$ cat src/rtl/proto_pkg.sv
// Shared ProtoCore datapath types.
//   DATA_W / ADDR_W : register width and register-address width.
//   data_t / reg_addr_t : operand and register-index types for decode, ALU and the register file.
package proto_pkg;
  localparam int DATA_W = 8;
  localparam int ADDR_W = 4;
  localparam int NUM_REGS = 2**ADDR_W;

  typedef logic [DATA_W-1:0] data_t;
  typedef logic [ADDR_W-1:0] reg_addr_t;
endpackage

$ cat src/rtl/reg_file_read_mux.sv
// Combinational register select: out = regs[sel].
// Ports:
//   regs : all register contents, packed, entry i at regs[i]
//   sel  : register index
//   out  : selected register
module reg_file_read_mux #(
  parameter int DATA_W = 8,
  parameter int ADDR_W = 4
) (
  input  logic [2**ADDR_W-1:0][DATA_W-1:0] regs,
  input  logic [ADDR_W-1:0]                sel,
  output logic [DATA_W-1:0]                out
);
  assign out = regs[sel];
endmodule

$ cat src/rtl/reg_file.sv
// ProtoCore general-purpose register file: 2**ADDR_W x DATA_W,
// one synchronous write port, two combinational read ports, no write-to-read bypass.
// Ports:
//   clk, rst_n     : clock; async active-low reset clears every register
//   ra, rb         : read addresses for ports A and B
//   wa, wd, we     : write address, data, enable (sampled on rising clk)
//   read_a, read_b : register[ra], register[rb]
// Build option:
//   REG_FILE_ZERO_REG_EN : register 0 reads as zero and ignores writes.
module reg_file
  import proto_pkg::*;
#(
  parameter int DATA_W = proto_pkg::DATA_W,
  parameter int ADDR_W = proto_pkg::ADDR_W
) (
  input  logic              clk,
  input  logic              rst_n,
  input  logic [ADDR_W-1:0] ra,
  input  logic [ADDR_W-1:0] rb,
  input  logic [ADDR_W-1:0] wa,
  input  logic [DATA_W-1:0] wd,
  input  logic              we,
  output logic [DATA_W-1:0] read_a,
  output logic [DATA_W-1:0] read_b
);
  localparam int DEPTH   = 2**ADDR_W;
  localparam int NUM_RD  = 2;

  logic [DEPTH-1:0][DATA_W-1:0]  regs;
  logic [NUM_RD-1:0][ADDR_W-1:0] rd_addr;
  logic [NUM_RD-1:0][DATA_W-1:0] rd_data;
  logic                          wr_en;

`ifdef REG_FILE_ZERO_REG_EN
  // r0 is never written, so it keeps its reset value of zero and reads back as 0.
  assign wr_en = we && (wa != '0);
`else
  assign wr_en = we;
`endif

  // wd/wa only reach storage when the write is enabled.
  always_ff @(posedge clk or negedge rst_n) begin
    if (!rst_n)     regs     <= '0;
    else if (wr_en) regs[wa] <= wd;
  end

  assign rd_addr = {rb, ra};

  for (genvar p = 0; p < NUM_RD; p++) begin : g_rd
    reg_file_read_mux #(.DATA_W(DATA_W), .ADDR_W(ADDR_W)) u_mux (
      .regs (regs),
      .sel  (rd_addr[p]),
      .out  (rd_data[p])
    );
  end

  assign read_a = rd_data[0];
  assign read_b = rd_data[1];
endmodule

$ cat config.mk
export PLATFORM = sky130hd
export DESIGN_NAME = reg_file
export DESIGN_NICKNAME = d
export VERILOG_FILES = /design/src/rtl/proto_pkg.sv /design/src/rtl/reg_file_read_mux.sv /design/src/rtl/reg_file.sv
export SDC_FILE = /design/constraint.sdc
export NUM_CORES = 1
export LEC_CHECK = 0
export CAP_MARGIN = 20
export CORE_MARGIN = 8
export CORE_UTILIZATION = 62
export CTS_BUF_LIST = sky130_fd_sc_hd__clkbuf_8
export CTS_CLUSTER_DIAMETER = 100
export CTS_CLUSTER_SIZE = 20
export DETAILED_ROUTE_END_ITERATION = 10
export PLACE_DENSITY = 0.94
export SYNTH_ARGS = -nofsm -noshare
export SYNTH_HDL_FRONTEND = slang
export SYNTH_HIERARCHICAL = 1
export SYNTH_SLANG_ARGS = --single-unit
$ cat constraint.sdc
create_clock -name clk -period 2.9 [get_ports clk]
set_clock_uncertainty 0.05 [all_clocks]
set_input_delay 0.725 -clock clk [delete_from_list [all_inputs] [get_ports clk]]
set_output_delay 0.725 -clock clk [all_outputs]
set_load 0.03 [all_outputs]
## Word-level counts from Yosys, hierarchy flattened

Index checks and enable logic that the tools add are counted.
W data, S select, Z words.

| word-level totals | value |
|---|---|
| input bits | 23 |
| word-level logic and storage cells | 28 |
| flip-flop bits (word level) | 128 |
| output and inout port bits | 16 |

| cells by class | value |
|---|---|
| reduce and logical (&&, ||, !) cells | 1 |
| muxes and demuxes | 7 |
| $lt $le $gt $ge | 4 |

Operators by type and width:

| operator | count |
|---|---|
| $bwmux W128 | 1 |
| $bmux W8 S4 | 2 |
| $demux W8 S4 | 1 |
| $mux W8 | 3 |
| $lt A4 B5 Y1 const B | 3 |
| $ge A4 B1 Y1 const B | 1 |
| $logic_and A1 B1 Y1 | 1 |

## Longest topological paths before layout

| logic depth | value |
|---|---|
| word-level depth | 5 |
| gate-level depth with buffers | 5 |

## Modules after synthesis

The synthesis kept the hierarchy.

Modules (own cells, without submodules):

| module | cells each | times used | area each (µm²) |
|---|---|---|---|
| reg_file | 294 | 1 | 4857.2 |
| reg_file_read_mux | 70 | 2 | 1033.5 |

## Least setup slack after synthesis

Ideal clock, no wire load.

| timing | value |
|---|---|
| path kind | in2out |
| start point | input port ra[0] |
| end point | output port read_a[4] |
| required time | 2.125 ns |
| buffers on the path | 2 |
| slack | 0.220 ns |
| stages | 5 |
| data arrival time | 1.905 ns |
| cell sequence | buf_6 buf_6 mux4_1 a22oi_1 nand2_1 |

| between the ends | value |
|---|---|
| longest elaborated chain between the ends | 2 |

RTL lines:

| what | RTL line | RTL |
|---|---|---|
| from (decl) | reg_file.sv:18 | `input logic [ADDR_W-1:0] ra,` |
| $bmux W8 S4 | reg_file_read_mux.sv:14 | `assign out = regs[sel];` |
| $mux W8 (not written as such) | reg_file_read_mux.sv:14 |  |
| to (decl) | reg_file.sv:23 | `output logic [DATA_W-1:0] read_a,` |

Every way passes these cells. The select of a mux whose other input is x is not followed.

## Final worst setup path

| timing | value |
|---|---|
| start point | input port ra[1] |
| end point | output port read_a[5] |

Same word-level chain as after synthesis.

==> metrics.log <==
INFO  metric yosysSeqAreaShare = 46.26%
INFO  metric synthToLayoutAreaGrowth = 22.21%
INFO  metric timing_hold_violations_final = 0
INFO  metric max_h_tree_level = 4
INFO  metric grt_pass1_wl = 31250 um
INFO  metric critical_path_required = 2.12 ns
INFO  metric violations = setup timing
INFO  metric final.period_utilization = 102.1%
INFO  metric clkSinkCount = 128
INFO  metric worstPathCellList = clkdlybuf4s15_2 -> bufbuf_16 -> mux4_2 -> a22oi_1 -> nand2_1 -> clkdlybuf4s15_2
INFO  metric totalNegativeSetupSlack = -0.09849 ns
INFO  metric routed-via-count = 4844
INFO  metric detail_route.wl_per_cell = 30.27 um
INFO  metric maxCapViolations = 0
INFO  metric pin_count = 39
INFO  metric die-area = 14810 sq um
INFO  metric hp-class = in -> async
INFO  metric slew_violations = 0
INFO  metric period_minus_slack = 2.962 ns
INFO  metric die_h = 121.7 um
INFO  metric hold_buffers = 0
INFO  metric cellLeakagePower = 3.684 nW
INFO  metric first_global_vias = 5354
INFO  metric rows = 38
INFO  metric global_route.usage.total = 28.84%
INFO  metric largest-register = regs
INFO  metric fill_cells = 558
INFO  metric pre_cts_ws = -0.6251 ns
INFO  metric syn-mean-instance-area = 15.95 sq um
INFO  metric worst_setup_hold_path_clk_slew = 0.08 ns
INFO  metric yosys_warnings = 6
INFO  metric timing.fmax = 337.6 MHz
INFO  metric antenna_violations_before_repair = 0
INFO  metric largest_reg_flops = 128
INFO  metric layout.cells.non_filler = 672
INFO  metric finalSetupViolCount = 2
INFO  metric dominant_combinational_cell_family_by_area_after_synthesis = multiplexers
INFO  metric clock_tree_from_tritoncts = done
INFO  metric yosys_register_bits = 128
INFO  metric crit_family = buffers and inverters
INFO  metric worst_setup_path_start_kind = input pin
INFO  metric worst_slew_pin_slew = 0.6600 ns
INFO  metric worst_ir_drop_vdd = 609.3 uV
INFO  metric clkLatencyLatePin = 0.45 ns
INFO  metric floorplan_core_area = 10890 sq um
INFO  metric worstPathArrival = 2.19 ns
INFO  metric post_synth_inst_count = 434
INFO  metric synthMuxAreaShare = 43.15%
INFO  metric antenna_cells_inserted = 0
INFO  metric synth_compound_area_share = 3.469%
INFO  metric final_layout_size_suffix_gt1_share = 54.14%
INFO  metric critPathMaxStageDelay = 0.32 ns
INFO  metric synth.net_count = 457
INFO  metric maximum_number_of_pins_on_one_net_before_global_route_repair = 66
INFO  metric drt-vias-per-instance = 7.208
INFO  metric drt_pre_antenna_iters = 5
INFO  metric port_buffers = 38
INFO  metric final_common_cell = dfrtp_1
INFO  metric worst_slew_margin_rel = 55.86%
INFO  metric cp_slowest_cell = bufbuf_16
INFO  metric synthSimpleGateAreaFrac = 3.759%
INFO  metric gp_congestion = 0.8067
INFO  metric synth_xor_xnor_area_share = 0%
INFO  metric route.antenna.remaining_nets = 0
INFO  metric finalCoreUtilization = 77.72%
INFO  metric finalWirelength = 20340 um
INFO  metric commonest_cells_after_routing_fill_and_taps_aside = 128 x dfrtp_1, 104 x mux2_2, 43 x buf_4
INFO  metric drc_errors = 0
INFO  metric pwr_density_cell = 684.2 nW/um^2
INFO  metric chipWidth = 121.7 um
INFO  metric grt_setup_unrepaired = true
INFO  metric kind_of_critical_path = in -> out
INFO  metric placed_cells_incl_taps = 633
INFO  metric yosys.cell_types.count = 23
INFO  metric layout_setup_ws = -0.06226 ns
INFO  metric floorplan.initialDensity = 63.59%
INFO  metric critical_path.most_common_cell = clkdlybuf4s15_2
INFO  metric worst-path-max-fanout = 13
INFO  metric hpwl = 12640 um
INFO  metric finalNetCount = 542
INFO  metric gr-total-overflow = 0
INFO  metric outcome = complete, but fails checks
INFO  metric critPathCaptureType = primary output
INFO  metric layout_top_registers = regs (128)
INFO  metric clk_root_buffer_cell = clkbuf_8
INFO  metric ctsLongestPathBuffers = 2
INFO  metric crit_buf_inv = 3
INFO  metric tritoncts.num_buffers = 17
INFO  metric drt-initial-drc-count = 647
INFO  metric post_synth_fa_ha_maj_area_fraction = 0%
INFO  metric synth_area = 6924 sq um
-- path summary, 6_finish.rpt --
kind                            startpoint   endpoint  slack [ns]  cells past startpoint
worst min register to register    regs[98]   regs[98]        0.47                      1
worst min-delay path                 rst_n  regs[116]        0.14                      1
min in group clk                  regs[98]   regs[98]        0.47                      1
worst max register to register    regs[67]   regs[67]        1.98                      1
max in group asynchronous            rst_n  regs[105]        1.97                      2
worst max-delay path                 ra[1]  read_a[5]       -0.06                      6
-- cell families (layout without fill, tap and decap cells) --
family / after synthesis / in the layout
buf+inv: 34 / 132
flops: 128 / 128
mux: 192 / 192
compound gates: 32 / 32
simple gates: 48 / 48
-- final cells by class --
type                    count  area (sq um)  area share, %
clock buffers              18         247.7          2.928
clock inverters            14         190.2          2.248
multi-input cells         272          3547          41.92
flip-flops and latches    128          3203          37.85
well taps                 140         175.2          2.070
repair buffers            100          1099          12.98
-- where the power goes --
part / leakage (nW) / switching [mW] / internal, mW
Clock: 0.207 / 0.742 / 0.955
Combinational: 1.91 / 0.650 / 0.889
Sequential: 1.57 / 0.351 / 2.20
-- Yosys cell counts, drive strengths merged --
library cell,count,area share [%]
nand3b,4,0.43
buf,20,2.1
nand2b,2,0.18
nand3,1,0.072
clkbuf,8,0.43
nor2b,2,0.18
mux4,64,22
or3,3,0.27
a22oi,32,3.5
and2b,2,0.22
nor2,12,0.98
clkdlybuf4s25,6,0.87
nand2,18,0.98
and3,1,0.090
dfrtp,128,46
and2,2,0.18
nor3b,1,0.18
mux2,128,21
-- stage by stage --
stage	cell area, sq um	hold slack, ns	power, mW
global placement	7787	0.4356	3.844
detailed placement	7787	0.4544	3.991
finish	8462	0.1408	5.790
floorplan	6924	0.3794	3.449
CTS	8421	0.1434	5.721
global route	8462	0.1429	5.976
-- timing repair --
| item | CTS | global route |
|---|---|---|
| gates cloned | 3 | 0 |
| resized for setup | 97 | 19 |
| pin swaps | 8 | 4 |
| setup endpoints to repair | 16 | 9 |
| setup buffers | 3 | 1 |
-- metal layers --
layer / wire [um] / part of all wire [%] / vias up / track usage [%]
met5: 0 / 0 / - / 0
met4: 880 / 4.3 / 0 / 15.27
met3: 2271 / 11 / 88 / 11.38
met2: 10030 / 49 / 354 / 46.51
met1: 7157 / 35 / 2511 / 32.72
li1: - / - / 1891 / -
No activity file was read; power rests on OpenSTA's default activity.
